[src/rtl/round_controller.sv]
// Game-round sequencer for the binary number game.
// Generates targets from a 4-bit LFSR, judges guesses using the comparator's
// match flag, and tracks score, lives and a per-round tick countdown.
//
// state     | meaning
// ----------+----------------------------------------------------------
// IDLE      | after reset, waiting for start
// NEW_ROUND | single cycle: load a fresh target and reload the round timer
// WAIT      | round running: waiting for submit or for the timer to expire
// OVER      | out of lives: target/score/time frozen until start
module round_controller #(
    parameter int unsigned ROUND_TIME = 10,
    parameter int unsigned LIVES      = 3
) (
    input  logic       clk,
    input  logic       rst,
    input  logic       start,
    input  logic       submit,
    input  logic       tick,
    input  logic       match,
    output logic [3:0] target,
    output logic [3:0] time_left,
    output logic [1:0] lives,
    output logic [7:0] score,
    output logic       playing,
    output logic       game_over,
    output logic       win_pulse,
    output logic       fail_pulse
);

    typedef enum logic [1:0] {
        IDLE      = 2'd0,
        NEW_ROUND = 2'd1,
        WAIT      = 2'd2,
        OVER      = 2'd3
    } state_t;

    localparam logic [3:0] ROUND_TIME_L = 4'(ROUND_TIME);
    localparam logic [1:0] LIVES_L      = 2'(LIVES);

    state_t     state, state_nxt;
    logic [3:0] lfsr, lfsr_nxt;
    logic [3:0] target_nxt;
    logic [3:0] time_left_nxt;
    logic [1:0] lives_nxt;
    logic [7:0] score_nxt;
    logic       win_nxt;
    logic       fail_nxt;
    logic       playing_nxt;
    logic       game_over_nxt;

    // Next-state and next-output decode; pulse outputs default low every cycle.
    always_comb begin
        state_nxt     = state;
        target_nxt    = target;
        time_left_nxt = time_left;
        lives_nxt     = lives;
        score_nxt     = score;
        win_nxt       = 1'b0;
        fail_nxt      = 1'b0;
        // Shifting a nonzero seed through x^4+x^3+1 never reaches zero.
        lfsr_nxt      = {lfsr[2:0], lfsr[3] ^ lfsr[2]};

        case (state)
            IDLE, OVER: begin
                if (start) begin
                    lives_nxt = LIVES_L;
                    score_nxt = 8'd0;
                    state_nxt = NEW_ROUND;
                end
            end
            NEW_ROUND: begin
                target_nxt    = lfsr;
                time_left_nxt = ROUND_TIME_L;
                state_nxt     = WAIT;
            end
            WAIT: begin
                // submit outranks tick, so a coincident tick is simply lost.
                if (submit && match) begin
                    score_nxt = (score == 8'hFF) ? score : score + 8'd1;
                    win_nxt   = 1'b1;
                    state_nxt = NEW_ROUND;
                end else if (submit) begin
                    fail_nxt  = 1'b1;
                    lives_nxt = lives - 2'd1;
                    if (lives == 2'd1) begin
                        state_nxt = OVER;
                    end
                end else if (tick && (time_left == 4'd1)) begin
                    fail_nxt      = 1'b1;
                    time_left_nxt = 4'd0;
                    lives_nxt     = lives - 2'd1;
                    state_nxt     = (lives == 2'd1) ? OVER : NEW_ROUND;
                end else if (tick && (time_left > 4'd1)) begin
                    time_left_nxt = time_left - 4'd1;
                end
            end
            default: begin
                state_nxt = IDLE;
            end
        endcase

        // Status flags are decoded from the next state so they leave a flop.
        playing_nxt   = (state_nxt == NEW_ROUND) || (state_nxt == WAIT);
        game_over_nxt = (state_nxt == OVER);
    end

    // State, LFSR and all output registers with synchronous reset.
    always_ff @(posedge clk) begin
        if (rst) begin
            state      <= IDLE;
            lfsr       <= 4'b0001;
            target     <= 4'd0;
            time_left  <= 4'd0;
            lives      <= 2'd0;
            score      <= 8'd0;
            playing    <= 1'b0;
            game_over  <= 1'b0;
            win_pulse  <= 1'b0;
            fail_pulse <= 1'b0;
        end else begin
            state      <= state_nxt;
            lfsr       <= lfsr_nxt;
            target     <= target_nxt;
            time_left  <= time_left_nxt;
            lives      <= lives_nxt;
            score      <= score_nxt;
            playing    <= playing_nxt;
            game_over  <= game_over_nxt;
            win_pulse  <= win_nxt;
            fail_pulse <= fail_nxt;
        end
    end

endmodule

[config.mk]
export PLATFORM = sky130hd
export DESIGN_NAME = round_controller
export DESIGN_NICKNAME = d
export VERILOG_FILES = /design/src/rtl/round_controller.sv
export SDC_FILE = /design/constraint.sdc
export NUM_CORES = 1
export LEC_CHECK = 0
export BUFFER_PORTS_ARGS = -buffer_cell sky130_fd_sc_hd__buf_2
export CAP_MARGIN = 20
export CELL_PAD_IN_SITES_DETAIL_PLACEMENT = 1
export CELL_PAD_IN_SITES_GLOBAL_PLACEMENT = 2
export CORE_ASPECT_RATIO = 0.8
export CORE_UTILIZATION = 36
export CTS_BUF_LIST = sky130_fd_sc_hd__clkbuf_8
export CTS_CLUSTER_SIZE = 25
export DETAILED_ROUTE_END_ITERATION = 8
export PLACE_DENSITY_LB_ADDON = 0.1
export SYNTH_ARGS = -nofsm -noshare
export SYNTH_HDL_FRONTEND = slang
export SYNTH_SLANG_ARGS = --single-unit
export TNS_END_PERCENT = 10
[constraint.sdc]
create_clock -name clk -period 5.8 [get_ports clk]
set_input_delay 0 -clock clk [delete_from_list [all_inputs] [get_ports clk]]
set_output_delay 0 -clock clk [all_outputs]
set_load 0.1 [all_outputs]
Word-level counts from Yosys, hierarchy flattened
Cells that the tools add are included.
{ "classes": {"add_sub_neg": 3, "n_lt_le_gt_ge": 1, "n_eq_ne": 16, "muxes": 24, "n_bitwise": 2, "n_reduce_logical": 13} }
{ "ops": {"columns": ["cell", "count"], "rows": [
  ["$mux 8", 3],
  ["$mux 2", 10],
  ["$mux 4", 4],
  ["$pmux 8 s2", 1],
  ["$reduce_and 4->1", 3],
  ["$ne 2x2->1 const B", 5],
  ["$add 8x1->8 const B", 1],
  ["$eq 2x2->1 const B", 4],
  ["$eq 8x8->1 const B", 1],
  ["$pmux 4 s2", 1],
  ["$eq 2x1->1 const B", 3],
  ["$ne 3x3->1 const B", 2],
  ["$pmux 2 s3", 1],
  ["$eq 4x1->1 const B", 1],
  ["$gt 4x1->1 const B", 1],
  ["$pmux 2 s2", 1],
  ["$reduce_bool 2->1", 2],
  ["$reduce_or 2->1", 2],
  ["$sub 4x1->4 const B", 1],
  ["$logic_and 1x1->1", 3],
  ["$mux 1", 3],
  ["$reduce_or 3->1", 1],
  ["$logic_not 2->1", 1],
  ["$sub 2x1->2 const B", 1],
  ["other kinds (3)", 3]
]} }
{ "word_totals": {"regBits": 28, "input_bits": 6, "out_inout_bits": 22, "elab_cells": 69} }

Longest topological paths before layout
Gate-level depths: netlist of the first run.
{ "logic_depth": {"ltp_word": 8, "mapped_depth": 8, "ltp_nobuf": 8} }

Worst setup path after synthesis of the first run
No wires, ideal clock.
{ "synth_timing": {"path_type": "register to register", "start": "register time_left[1]", "end": "register time_left[0]", "setup_ps": 71, "arrival_time_ps": 2448, "t_required_ps": 5729, "path_slack_ps": 3281, "path_stages_with_launch": 7, "path_buffers": 0, "period_less_slack_ps": 2519, "path_cell_list": "dfxtp_1 inv_1 ha_1 or4b_2 a21oi_1 nand2_1 a21oi_1"} }
{ "synth_between": {"elab_chain_cells": 6, "word_cells_on_any_way": 10, "cone_classes": "order compare (1); eq/ne (2); mux (4); reduce/logical (3)"} }
{ "synth_lines": {"columns": ["item", "line_no", "rtl"], "rows": [
  ["start, declared", "22", "output logic [3:0] time_left,"],
  ["start signal, assigned", "125", "time_left <= time_left_nxt;"],
  ["$eq 4x1->1", "89", "end else if (tick && (time_left == 4'd1)) begin"],
  ["$logic_and 1x1->1", "89", null],
  ["$mux 4", "89", null],
  ["$mux 4", "83", "end else if (submit) begin"],
  ["$mux 4", "79", "if (submit && match) begin"],
  ["$pmux 4 s2", "64", "case (state)"]
]} }
Parallel ways exist; a longest one is shown, timed or not. The select of a mux whose other input is x is not followed.
A chain may end at the register's enable or synchronous reset.

Worst setup path after layout of the first run
{ "layout_timing": {"start": "register state[0]", "end": "register score[2]"} }
{ "layout_between": {"elab_chain_cells": 4, "word_cells_on_any_way": 10, "cone_classes": "eq/ne (5); mux (1); reduce/logical (4)"} }
{ "layout_lines": {"columns": ["item", "line_no", "rtl"], "rows": [
  ["start, declared", "41", "state_t state, state_nxt;"],
  ["start signal, assigned", "122", "state <= state_nxt;"],
  ["$eq 2x2->1 / $logic_not 2->1 (equally long branches)", "64", null],
  ["$reduce_or 2->1", "64", null],
  ["$ne 2x2->1 (no line) / $reduce_bool 2->1 (equally long branches)", null, null],
  ["$reduce_and 4->1 (no line)", null, null],
  ["end signal, assigned", "127", "score <= score_nxt;"],
  ["end, declared", "24", "output logic [7:0] score,"]
]} }
Parallel ways exist; a longest one is shown, timed or not.

==> results.toml, run 1 <==
[outcome]
status = "finished, violations left"
violations = "DRC"

[job]
drv_cap = 0

[clock_network]
cts_tree = "yes"
cts_max_level = 1
worstSkewPairLatency_ns = 0.28
cts_buffers = 3
cts.sinks = 28
clockRootBuffer = "clkbuf_8"
cts_max_path_buffers = 2
clk_pin_slew_ns = 0.10
cts_setup_buffers = 0

[worst_setup_path]
critical-path-top-delay-family = "compound AO/OA/AOI/OAI gates"
cp_slowest_cell = "a211oi_1"
path_buf_inv = 1
worstSetupEndpointType = "flip-flop"
cp-start-kind = "flip-flop"
slowest_delay_ns = 0.68
cp.arrival_ns = 2.46
critPathKind = "reg -> reg"
crit_fanout = 15
cp.required_ns = 5.98
critical_path.cell_chain = "inv_1 > ha_1 > and4_1 > a211oi_1 > a21boi_0 > o21a_1"

[placed_design]
dp_hpwl_um = 2420
io_buffers = 27
place_ws_ns = 3.53
gp_congestion = 0.801

[detailed_routing]
via_per_inst = 5.32
wl_per_cell_um = 14.9
drt_iter0_drc = 65
routed_wirelength_um = 3240
detail_route.first_pass.iterations = 6
ant_nets = 0
vias = 1160
drc = 3

[power_and_ir_drop]
p_seq_share_pct = 33.1
p_comb_share_pct = 44.7
power_uw = 706
p_clk_share_pct = 22.2
swShare_pct = 44.6
ir_drop_mv = 0.211
power.switching_uw = 315
power_density_nw_per_um2 = 435
leakagePower_nw = 0.695
p_int_uw = 391

[min_path]
hold_path_class = "in -> reg"

[timing]
fin_worst_skew_ns = 0.00544
finalSetupViolCount = 0
hold_viol = 0
timing.hold.ws_ns = 0.0242
period_minus_slack_ns = 2.28
fin_crit_sh_pct = 39.4
rsz0062_at_grt = "no"
slew_violations = 0
relSlewSlack_pct = 47.8
worstMarginPinSlew_ns = 0.778
fin_ws_ns = 3.52
finalSetupTns_ns = 0
maxClockFrequency_ghz = 0.438

[synthesis]
yosysWarnings = 0
synth.cell_area_um2 = 1380
synth-seq-cells = 28
synthCells = 149
synthArstFlopShare_pct = 0
postSynthAreaPerCell_um2 = 9.24
ys_seq_area_share_pct = 40.7
synth_edf_count = 0
syn_nets = 162
synth_top_flop_cell = "dfxtp_1"
yosysUniqueCellTypes = 47

[die]
die_width_um = 71.1
core_um2 = 3540
rows = 19
die_area_um2 = 4080
start_util_pct = 38.9
io_pins = 28
die_h_um = 57.3

[grt]
grt_pass1_wl_um = 5640
grt_overflow_total = 0
grt_use_total_pct = 17.6
first_global_vias = 1173
grt_max_degree = 26
antenna_found_initial = 0

[final_layout]
n_antenna_cell = 0
synthToLayoutAreaGrowth_pct = 17.9
finish.net_count = 190
final.fill_count = 424
drive_above_1_share_pct = 21.0
[cell families (layout without fill, tap and decap cells)]
family          Yosys count  in the layout  share of synthesized area [%]
compound gates           32             32                           17.5
xor+xnor                  1              1                          0.636
fa+ha+maj                 7              7                           6.36
buf+inv                  15             42                           4.36
flops                    28             28                           40.7
mux                      10             10                           7.36
simple gates             56             56                           23.0
[timing repair]
| item | CTS | global route |
|---|---|---|
| endpoints found under the hold margin | 1 | 0 |
| hold buffers | 1 | 0 |
| gates resized for setup | 0 | 0 |
[power groups by stage]
stage | Sequential (mW) | Combinational [mW] | Clock, mW
after floorplan | 0.369 | 0.130 | 0
after global placement | 0.237 | 0.311 | 0
after detailed placement | 0.239 | 0.315 | 0
after CTS | 0.235 | 0.317 | 0.160
after global routing | 0.239 | 0.337 | 0.168
final | 0.234 | 0.315 | 0.157
[layout by cell type (no fill, tap or decap), types with 2 or more instances in the layout]
cell and instances:
a211oi_1 2, a21boi_1 3, a21oi_1 7, a221oi_1 2, and4_1 2, buf_2 27
clkbuf_8 3, dfxtp_1 28, ha_1 7, inv_1 10, mux2i_1 9, nand2_1 10
nand2b_1 2, nand3_1 3, nand4_1 2, nor2_1 13, nor2b_1 7, nor3_1 4
o22ai_1 2, o311ai_0 2, o31ai_1 2, or4_1 2
[worst min-delay path, delay by kind of cell]
| family | cells | cell delay (ns) |
|---|---|---|
| buffers and inverters | 1 | 0.16 |
| AND/OR/NAND/NOR | 2 | 0.11 |
[registers in the layout, summed over array words and instances, names as in the netlist]
| name | cells |
|---|---|
| lives | 2 |
| lfsr | 4 |
| score | 8 |
| target | 4 |
| time_left | 4 |
| playing | 1 |
| fail_pulse | 1 |
| win_pulse | 1 |
| state | 2 |
| game_over | 1 |
[metal layers]
metal | vias to the layer above | routed length (µm) | global-route usage [%]
met5 | - | 0 | 0
met4 | 0 | 16 | 3.43
met3 | 2 | 121 | 3.89
met2 | 23 | 1400 | 28.3
met1 | 543 | 1700 | 24.5
li1 | 592 | - | -
[synth_stat cells, drive strengths merged (3+ instances only)]
| cell | instances | share of area (%) |
|---|---|---|
| dfxtp | 28 | 41 |
| nor2 | 13 | 3.5 |
| inv | 10 | 2.7 |
| nand2 | 10 | 2.7 |
| mux2i | 9 | 6.5 |
| a21oi | 8 | 3.2 |
| ha | 7 | 6.4 |
| nor2b | 7 | 3.2 |
| a21boi | 4 | 2.2 |
| clkbuf | 4 | 1.1 |
| nor3 | 4 | 1.5 |
| nand3 | 3 | 1.1 |
| or4 | 3 | 1.9 |
[final timing paths]
check,from,end,slack [ns],cells past startpoint
setup reg to reg,state[0],score[2],3.52,6
hold reg to reg,lfsr[0],lfsr[1],0.49,1
setup / recovery,state[0],score[2],3.52,6
hold / removal,submit,win_pulse,0.02,3
[through the flow]
step	utilization, %	cell area [µm²]	instances
after detailed placement	43.5	1540	213
final	45.8	1620	218
after CTS	45.8	1620	218
after global placement	43.5	1540	213
after global routing	45.8	1620	218
after floorplan	-	1380	149
[cell type report]
type	count	area, µm²	area share [%]
timing repair buffer	28	145	8.94
sequential	28	561	34.5
clock inverter	1	30.0	1.85
multi-input combinational	106	756	46.6
clock buffer	3	41.3	2.54
inverter	10	37.5	2.31
tap	42	52.6	3.24
No activity file was read; power rests on OpenSTA's default activity.
==> inputs of run 2 (changes only) <==
--- a/config.mk
+++ b/config.mk
@@ -5,12 +5,13 @@
 export SDC_FILE = /design/constraint.sdc
 export NUM_CORES = 1
 export LEC_CHECK = 0
+export ABC_AREA = 1
 export BUFFER_PORTS_ARGS = -buffer_cell sky130_fd_sc_hd__buf_2
 export CAP_MARGIN = 20
 export CELL_PAD_IN_SITES_DETAIL_PLACEMENT = 1
 export CELL_PAD_IN_SITES_GLOBAL_PLACEMENT = 2
 export CORE_ASPECT_RATIO = 0.8
-export CORE_UTILIZATION = 36
+export CORE_UTILIZATION = 31
 export CTS_BUF_LIST = sky130_fd_sc_hd__clkbuf_8
 export CTS_CLUSTER_SIZE = 25
 export DETAILED_ROUTE_END_ITERATION = 8
==> constraint.sdc (replaced) <==
create_clock -name clk -period 2.16 [get_ports clk]
set_input_delay 0 -clock clk [delete_from_list [all_inputs] [get_ports clk]]
set_output_delay 0 -clock clk [all_outputs]
set_load 0.1 [all_outputs]
==> results.toml, run 2 <==
[clock_network]
cts_tree = "yes"
clk_pin_slew_ns = 0.10
hold_buffers = 0
cts_max_level = 1
clockRootBuffer = "clkbuf_8"
worstSkewPairLatency_ns = 0.27
cts_max_path_buffers = 2
cts_setup_buffers = 0
cts_buffers = 3
ctsResizeCount = 0
cts.sinks = 28

[die]
core_um2 = 4260
io_pins = 28
rows = 21
die_area_um2 = 4780
die_h_um = 62.0
start_util_pct = 32.8
die_width_um = 77.0

[timing]
finalSetupTns_ns = 0
rsz0062_at_grt = "no"
maxClockFrequency_ghz = 0.541
finalSetupViolCount = 0
hold_viol = 0
worstMarginPinSlew_ns = 0.538
fin_crit_sh_pct = 85.6
period_minus_slack_ns = 1.85
fin_worst_skew_ns = 0.00301
relSlewSlack_pct = 64.0
slew_violations = 0

[grt]
grt_use_total_pct = 15.7
grt_overflow_total = 0
grt_pass1_wl_um = 5880
antenna_found_initial = 0
grt_use_met2_pct = 28.7
use_met1_pct = 19.4
top_usage_layer = "met2"
first_global_vias = 1299
grt_max_degree = 16
grtUsageMet3_pct = 3.07

[detailed_routing]
routed_wirelength_um = 3440
drt_iter0_drc = 18
drc = 0
vias = 1309
via_per_inst = 4.66
ant_nets = 0
wl_per_cell_um = 12.2
detail_route.first_pass.iterations = 4

[final_layout]
fin_cells = 281
layout_commonest_cell = "nand2_1"
finalCoreUtilization_pct = 38.4
finish.net_count = 238
n_antenna_cell = 0
regMostFlops = "score"
drive_above_1_share_pct = 19.2
synthToLayoutAreaGrowth_pct = 17.2
largest_register_ffs = 8
layout_common_cells = "44 x nand2_1, 31 x inv_1, 27 x buf_2"

[synthesis]
synthArstFlopShare_pct = 0
yosysWarnings = 0
synthCells = 197
yosys.area.top_type = "dfxtp_1"
syn_nets = 210
postSynthAreaPerCell_um2 = 7.09
synth-seq-cells = 28
synthTopCellsByArea = "dfxtp_1 40%, nand2_1 12%, inv_1 8.3%"
synth_edf_count = 0
synth_top_area_share_pct = 40.1
synth.cell_area_um2 = 1400
yosys.cell_count.top_type = "nand2_1"
synth_top_flop_cell = "dfxtp_1"
yosysUniqueCellTypes = 29
synth_common_cells = "44 x nand2_1, 31 x inv_1, 28 x dfxtp_1, 24 x nor2_1, 14 x a21oi_1"
ys_seq_area_share_pct = 40.1

[worst_setup_path]
crit_fanout = 10
cp_slowest_cell = "ha_1"
critPathKind = "reg -> reg"
crit_path_frequent_cell = "nand2_1"
slowest_delay_ns = 0.42
critical-path-top-delay-family = "adder cells"
cp-start-kind = "flip-flop"
path_buf_inv = 3
cp.arrival_ns = 2.02
cp.required_ns = 2.33
worstSetupEndpointType = "flip-flop"
critical_path.cell_chain = "inv_1 > ha_1 > inv_2 > nor2_2 > nand2_1 > nand2_1 > nand2_1 > nand2_1 > ha_1 > inv_1 > nor2_1"

[power_and_ir_drop]
power_mw = 1.76
power_density_nw_per_um2 = 1070
ir_drop_mv = 0.558
leakagePower_nw = 0.794

[placed_design]
io_buffers = 27
dp_hpwl_um = 2720
dp_cells = 277
gp_congestion = 0.823

[job]
drv_cap = 0

[min_path]
hold_path_class = "in -> reg"

[outcome]
status = "complete, no violations"
[run 2: cell types whose count changed in the layout (fill, tap and decap cells not counted), moves of 3 or more]
cell,previous run,this run
a21boi_1,3,0
a21oi_1,7,14
inv_1,10,31
mux2i_1,9,0
nand2_1,10,44
nand3_1,3,12
nor2_1,13,24
nor2b_1,7,0
nor3_1,4,1
o21ai_0,1,10
[run 2: final cells by class]
cell class              count  area [µm²]
inverters                  33         124
well taps                  57        71.3
fillers                   578        2620
flip-flops and latches     28         563
multi-input cells         132         688
clock buffers               4        55.1
repair buffers             27         135
[run 2: where the power goes]
| part | switching (mW) | total, mW | internal (mW) |
|---|---|---|---|
| clock network | 0.166 | 0.330 | 0.163 |
| registers | 0.0455 | 0.629 | 0.584 |
| logic | 0.646 | 0.800 | 0.154 |
[run 2: cells by family (layout without fill, tap and decap cells)]
kind of cell,Yosys count,after routing,share of synthesized area (%)
simple gates,94,94,30.7
buf+inv,37,64,10.6
compound gates,30,30,11.6
flops,28,28,40.1
fa+ha+maj,7,7,6.27
xor+xnor,1,1,0.627
[run 2: final timing paths]
path            start  endpoint  slack [ns]  cells past startpoint
min               rst   playing       0.007                      2
max          state[0]   playing        0.31                     11
min reg2reg   lfsr[1]   lfsr[2]        0.44                      2
max reg2reg  state[0]   playing        0.31                     11
[run 2: routing by layer]
| metal | vias up | share of wire, % |
|---|---|---|
| met2 | 22 | 46 |
| met1 | 615 | 49 |
| met5 | - | 0 |
| met4 | 0 | 1.0 |
| li1 | 668 | - |
| met3 | 4 | 3.3 |
[run 2: through the flow]
stage	cell area (µm²)	setup WS, ns	hold slack, ns
finish	1640	0.311	0.00702
global route	1640	0.134	0.0169
CTS	1640	0.289	0.00473
detailed placement	1580	0.314	0.313
global placement	1580	0.372	0.308
floorplan	1400	-0.0317	0.182
==> inputs of run 3 (changes only) <==
--- a/config.mk
+++ b/config.mk
@@ -16,6 +16,7 @@
 export CTS_CLUSTER_SIZE = 25
 export DETAILED_ROUTE_END_ITERATION = 8
 export PLACE_DENSITY_LB_ADDON = 0.1
+export RECOVER_POWER = 25
 export SYNTH_ARGS = -nofsm -noshare
 export SYNTH_HDL_FRONTEND = slang
 export SYNTH_SLANG_ARGS = --single-unit
==> results.toml, run 3 (synthesis results as in run 2) <==
[outcome]
status = "complete, no violations"

[timing]
maxClockFrequency_ghz = 0.541
rsz0062_at_grt = "no"
relSlewSlack_pct = 22.0
worstMarginPinSlew_ns = 1.18
slew_violations = 0
finalSetupViolCount = 0
fin_worst_skew_ns = 0.00300
fin_crit_sh_pct = 85.6
period_minus_slack_ns = 1.85
timing.hold.ws_ns = 0.00701
hold_viol = 0

[worst_setup_path]
slowest_delay_ns = 0.42
critPathKind = "reg -> reg"
cp.required_ns = 2.33
worstSetupEndpointType = "flip-flop"
crit_path_frequent_cell = "nand2_1"
critical_path.cell_chain = "inv_1 > ha_1 > inv_2 > nor2_2 > nand2_1 > nand2_1 > nand2_1 > nand2_1 > ha_1 > inv_1 > nor2_1"
cp-start-kind = "flip-flop"
cp.arrival_ns = 2.02
cp_slowest_cell = "ha_1"
crit_fanout = 10

[grt]
grt_use_met2_pct = 28.7
grt_max_degree = 16
grtUsageMet3_pct = 3.07
use_met1_pct = 19.4
grt_use_total_pct = 15.7
antenna_found_initial = 0
grt_pass1_wl_um = 5880
top_usage_layer = "met2"
grt_overflow_total = 0
first_global_vias = 1299

[die]
die_area_um2 = 4780
die_h_um = 62.0
io_pins = 28
rows = 21
core_um2 = 4260
die_width_um = 77.0
start_util_pct = 32.8

[detailed_routing]
ant_nets = 0
vias = 1308
drc = 0
routed_wirelength_um = 3440
detail_route.first_pass.iterations = 4
wl_per_cell_um = 12.3
drt_iter0_drc = 18
via_per_inst = 4.65

[clock_network]
clockRootBuffer = "clkbuf_8"
ctsResizeCount = 0
cts.sinks = 28
cts_tree = "yes"
cts_setup_buffers = 0
cts_max_path_buffers = 2
cts_max_level = 1
cts_buffers = 3
hold_buffers = 0
worstSkewPairLatency_ns = 0.27
clk_pin_slew_ns = 0.10

[final_layout]
regMostFlops = "score"
largest_register_ffs = 8
finish.net_count = 238
layout_commonest_cell = "nand2_1"
multi_input_area_um2 = 688
finalCoreUtilization_pct = 38.2
synthToLayoutAreaGrowth_pct = 16.5
final.fill_count = 578
drive_above_1_share_pct = 15.6
n_antenna_cell = 0
layout_common_cells = "44 x nand2_1, 31 x inv_1, 26 x dfxtp_1"
seq_area_um2 = 563
final_area_um2 = 1630

[placed_design]
dp_hpwl_um = 2720
placed_area_um2 = 1580
gp_congestion = 0.823
io_buffers = 27

[power_and_ir_drop]
power_density_nw_per_um2 = 1080
ir_drop_mv = 0.545
leakagePower_nw = 0.762

[job]
drv_cap = 0

[min_path]
hold_path_class = "in -> reg"
## run 3: cell count changes in the layout (fill, tap and decap cells not counted)
| cell | before | now |
|---|---|---|
| clkbuf_1 | 0 | 8 |
| buf_2 | 27 | 19 |
## run 3: final timing paths
kind             from  endpoint  slack (ns)  depth (start not counted)
min               rst   playing       0.007                          2
max reg2reg  state[0]   playing        0.31                         11
min reg2reg   lfsr[1]   lfsr[2]        0.44                          2
max          state[0]   playing        0.31                         11
## run 3: per-stage QoR
| stage | TNS, ns | setup slack [ns] | power (mW) | instances |
|---|---|---|---|---|
| 2_1_floorplan | -0.0808 | -0.0317 | 1.31 | 197 |
| 3_3_place_gp | 0 | 0.372 | 1.43 | 277 |
| 3_5_place_dp | 0 | 0.314 | 1.45 | 277 |
| 4_1_cts | 0 | 0.289 | 1.79 | 281 |
| 5_1_grt | 0 | 0.134 | 1.86 | 281 |
| 6_report | 0 | 0.310 | 1.75 | 281 |
## run 3: final cells by class
cell class              instances  area share [%]
multi-input cells             132            42.3
flip-flops and latches         28            34.6
repair buffers                 27            7.69
inverters                      33            7.62
well taps                      57            4.38
clock buffers                   4            3.38
## run 3: per-layer routing
layer | routed length [µm] | vias up | share of wire, %
li1 | - | 669 | -
met1 | 1700 | 613 | 49
met2 | 1590 | 22 | 46
met3 | 120 | 4 | 3.5
met4 | 36 | 0 | 1.0
met5 | 0 | - | 0
## run 3: power by group
part,switching [mW],total (mW),internal (mW)
sequential,0.0463,0.630,0.584
combinational,0.646,0.792,0.146
clock,0.166,0.330,0.163
total,0.858,1.75,0.894
## run 3: critical path: cells and delay by family (launching register included)
family                   cells  cell delay (ns)
adder cells (fa/ha/maj)      2             0.65
buffers and inverters        3             0.27
flip-flops                   1             0.34
AND/OR/NAND/NOR              6             0.49
